==> src/rtl/uart_rx.sv <==
// 8N1 UART receiver: 2-flop input sync, mid-bit sampling, byte out with done/frame-error pulses.
// Ports: clk, rst_n, din (serial in), dout[7:0], rx_done, frame_err, busy.
module uart_rx #(
  parameter int CLKS_PER_BIT = 16
) (
  input  logic       clk,
  input  logic       rst_n,
  input  logic       din,
  output logic [7:0] dout,
  output logic       rx_done,
  output logic       frame_err,
  output logic       busy
);

  localparam int CW = (CLKS_PER_BIT > 1) ? $clog2(CLKS_PER_BIT) : 1;
  localparam int H  = CLKS_PER_BIT / 2;

  localparam logic [CW-1:0] HLAST = CW'(H - 1);
  localparam logic [CW-1:0] BLAST = CW'(CLKS_PER_BIT - 1);

  localparam logic [1:0] IDLE  = 2'd0;
  localparam logic [1:0] START = 2'd1;
  localparam logic [1:0] DATA  = 2'd2;
  localparam logic [1:0] STOP  = 2'd3;

  logic          sync1;
  logic          s;
  logic          s_d;
  logic          fall;
  logic [1:0]    state;
  logic [CW-1:0] cnt;
  logic [2:0]    idx;
  logic [7:0]    sh;

  // sync flops reset high so the line reads idle
  always_ff @(posedge clk or negedge rst_n) begin
    if (!rst_n) begin
      sync1 <= 1'b1;
      s     <= 1'b1;
      s_d   <= 1'b1;
    end else begin
      sync1 <= din;
      s     <= sync1;
      s_d   <= s;
    end
  end

  assign fall = s_d & ~s;
  assign busy = (state != IDLE);

  always_ff @(posedge clk or negedge rst_n) begin
    if (!rst_n) begin
      state     <= IDLE;
      cnt       <= '0;
      idx       <= '0;
      sh        <= '0;
      dout      <= '0;
      rx_done   <= 1'b0;
      frame_err <= 1'b0;
    end else begin
      rx_done   <= 1'b0;
      frame_err <= 1'b0;
      unique case (state)
        IDLE: begin
          if (fall) begin
            cnt   <= '0;
            state <= START;
          end
        end
        START: begin
          if (cnt == HLAST) begin
            cnt   <= '0;
            idx   <= '0;
            state <= s ? IDLE : DATA;
          end else begin
            cnt <= cnt + CW'(1);
          end
        end
        DATA: begin
          if (cnt == BLAST) begin
            cnt <= '0;
            sh  <= {s, sh[7:1]};
            if (idx == 3'd7) begin
              state <= STOP;
            end else begin
              idx <= idx + 3'd1;
            end
          end else begin
            cnt <= cnt + CW'(1);
          end
        end
        STOP: begin
          if (cnt == BLAST) begin
            cnt   <= '0;
            state <= IDLE;
            if (s) begin
              dout    <= sh;
              rx_done <= 1'b1;
            end else begin
              frame_err <= 1'b1;
            end
          end else begin
            cnt <= cnt + CW'(1);
          end
        end
        default: state <= IDLE;
      endcase
    end
  end

endmodule
==> config.mk <==
export PLATFORM = sky130hd
export DESIGN_NAME = uart_rx
export DESIGN_NICKNAME = d
export VERILOG_FILES = /design/src/rtl/uart_rx.sv
export SDC_FILE = /design/constraint.sdc
export NUM_CORES = 1
export LEC_CHECK = 0
export ABC_AREA = 1
export CAP_MARGIN = 20
export CORE_MARGIN = 1.5
export CORE_UTILIZATION = 28
export DETAILED_ROUTE_END_ITERATION = 8
export PLACE_DENSITY = 0.51
export SLEW_MARGIN = 10
export SYNTH_ARGS = -nofsm -noshare
export SYNTH_HDL_FRONTEND = slang
export SYNTH_SLANG_ARGS = --single-unit
==> constraint.sdc <==
create_clock -name clk -period 1.8 [get_ports clk]
set_input_delay 0.27 -clock clk [delete_from_list [all_inputs] [get_ports clk]]
set_output_delay 0.27 -clock clk [all_outputs]
set_load 0.01 [all_outputs]
==> flow_metrics.tcl <==
set metrics [dict create \
    post_drt_wl_per_cell_microns 9.72 \
    cts_buffers 5 \
    clock_power_share_pct 30.4 \
    die_w_microns 72.9 \
    holdWs_ns 0.357 \
    fill_cells 468 \
    drt_iter0_drc 58 \
    insertion_delay_ns 0.27 \
    peakVddDrop_uv 367 \
    finalNetCount 160 \
    routed_wl_mm 2.16 \
    drc_errors 0 \
    status "finished clean" \
    slew_headroom_pct 75.0 \
    finalPower_mw 2.03 \
    final_common_cell "nand2_1" \
    layout.cells.non_filler 222 \
    p_leak_nw 0.773 \
    clock-skew-final_ns 0.00309 \
    crit_chain "nor2_4 > inv_1 > clkdlybuf4s50_1" \
    period_share_pct 93.3 \
    htree_levels 2 \
    grt_pass1_wl_mm 3.96 \
    dieArea_sq_um 5310 \
    layout_min_cycle_time_ns 1.68 \
    core_area_sq_um 4720 \
    cp_slowest_cell "clkdlybuf4s50_1" \
    first_pass_iters 4 \
    grt_pass1_vias 881 \
    arrival_ns 1.41 \
    avgSynthCellArea_sq_um 10.1 \
    ys_ff_latch 30 \
    endpoint_kind "primary output" \
    vias 886 \
    dpl.hpwl_mm 1.57 \
    ys.flop_type "dfrtp_1" \
    placed_area_sq_um 1570 \
    ys_types 22 \
    cts_tree "built" \
    cts-root-buf "clkbuf_8" \
    syn-num-nets 141 \
    pwr-share-comb_pct 27.4 \
    place_inst 214 \
    seqCellArea_sq_um 754 \
    power_switching_uw 673 \
    finalHoldViolations 0 \
    cts_buffer_depth 2 \
    max_cap_viol_count 0 \
    area_growth_syn_to_layout_pct 23.2 \
    clock-sinks 30 \
    antenna_found_initial 0 \
    gp_congestion 0.841 \
    p_int_mw 1.36 \
    viasPerCell 3.99 \
    most-common-layout-cells "30 x nand2_1, 27 x dfrtp_1, 18 x o21ai_2" \
    setup_viol 0 \
    drv_slew 0 \
    portBuffers 13 \
    dieHeight_microns 72.9 \
    p_seq_share_pct 42.2 \
    critical_path_class "reg2out" \
    start_util_pct 28.9 \
    track_usage_pct 9.94 \
    overflow 0 \
    critPathMaxStageDelay_ns 0.53 \
    tightest_slew_ns 0.373 \
    clkTransAtPathRegs_ns 0.06 \
    powerDensity_nw_per_um2 1210 \
    ant_nets 0 \
    grt_max_degree 31 \
    start_kind "register" \
    ys_warn_count 0 \
    synth_area_sq_um 1370 \
    multi_input_area_sq_um 518 \
    tns_ns 0 \
    ctsHoldBuffers 0 \
    switching_share_pct 33.1 \
    hp-class "reg2reg" \
    clock.fmax_ghz 0.596 \
    rsz0062_at_grt "no" \
    synthArstFlopShare_pct 100 \
    drive_gt1_share_pct 32.9 \
    critPathRequiredTime_ns 1.53 \
    synth_edf_count 0 \
    critical_path_peak_fanout 6 \
    postLayoutCellArea_sq_um 1680 \
    ios 14 \
    yosysSeqAreaShare_pct 55.2 \
    syn-instance-count 135 \
    fp-row-count 25 \
    antenna_cells 0 \
]
logic make-up after synthesis:
group	synth area share (%)
compound gates	13.7
xor+xnor	1.28
fa+ha+maj	2.75
buf+inv	7.42
flops	55.2
simple gates	19.6
final timing paths:
path	cells past startpoint	startpoint	to	slack (ns)
worst max-delay path	3	register	busy	0.12
min in group asynchronous	2	rst_n	cnt[0]	0.37
max in group asynchronous	2	rst_n	sync1	1.11
worst min-delay path	0	sync1	s	0.36
worst min register to register	0	sync1	s	0.36
worst max register to register	6	cnt[0]	sh[5]	0.35
sequential cells by signal (all words and copies together), names as in the netlist, named ones only:
register,count
cnt,4
dout,8
frame_err,1
idx,3
rx_done,1
s,1
s_d,1
sh,8
state,1
sync1,1
worst max-delay path, delay by kind of cell, from the launching register on:
family / cells / cell delay, ns
buffers and inverters: 2 / 0.60
AND/OR/NAND/NOR: 1 / 0.07
flip-flops: 1 / 0.47
synthesized netlist by cell type (2+ instances only):
library cell,count,area [sq um]
buf_6,2,22.5
dfrtp_1,27,676
dfstp_2,3,78.8
ha_1,3,37.5
inv_1,14,52.6
inv_2,7,26.3
nand2_1,30,113
nand2_2,8,50.1
nand3_1,6,30.0
nor2_1,3,11.3
nor2_2,2,12.5
o21ai_1,3,15.0
o21ai_2,18,158
area by class of cell:
cell class,instances,share of cell area [%]
Tap cell,67,4.98
Inverter,21,4.68
Sequential cell,30,44.8
Clock buffer,8,6.54
Multi-Input combinational cell,82,30.8
Timing Repair Buffer,14,8.18
through the flow:
step	worst slack, ns	utilization, %
5_1_grt	0.0174	35.6
6_report	0.121	35.6
3_5_place_dp	0.337	33.1
4_1_cts	0.0445	35.5
3_3_place_gp	0.371	33.1
2_1_floorplan	0.459	-
layer usage:
| layer | routed length, microns | GRT usage (%) |
|---|---|---|
| met5 | 0 | 0 |
| met4 | 44 | 4.40 |
| met3 | 50 | 3.73 |
| met2 | 961 | 14.5 |
| met1 | 1100 | 13.1 |
power groups by stage:
stage	logic [mW]	clock network, mW	registers (mW)
after floorplan	0.438	0	0.839
after global placement	0.543	0	0.853
after detailed placement	0.556	0	0.858
after CTS	0.558	0.644	0.845
after global routing	0.647	0.674	0.871
final	0.556	0.617	0.857
repair_timing:
item / CTS / global route
gates resized for setup: 0 / 2
endpoints found under the setup margin: 0 / 1
buffers inserted: 0 / 0
Note: power is estimated with default switching activity, not from simulation.
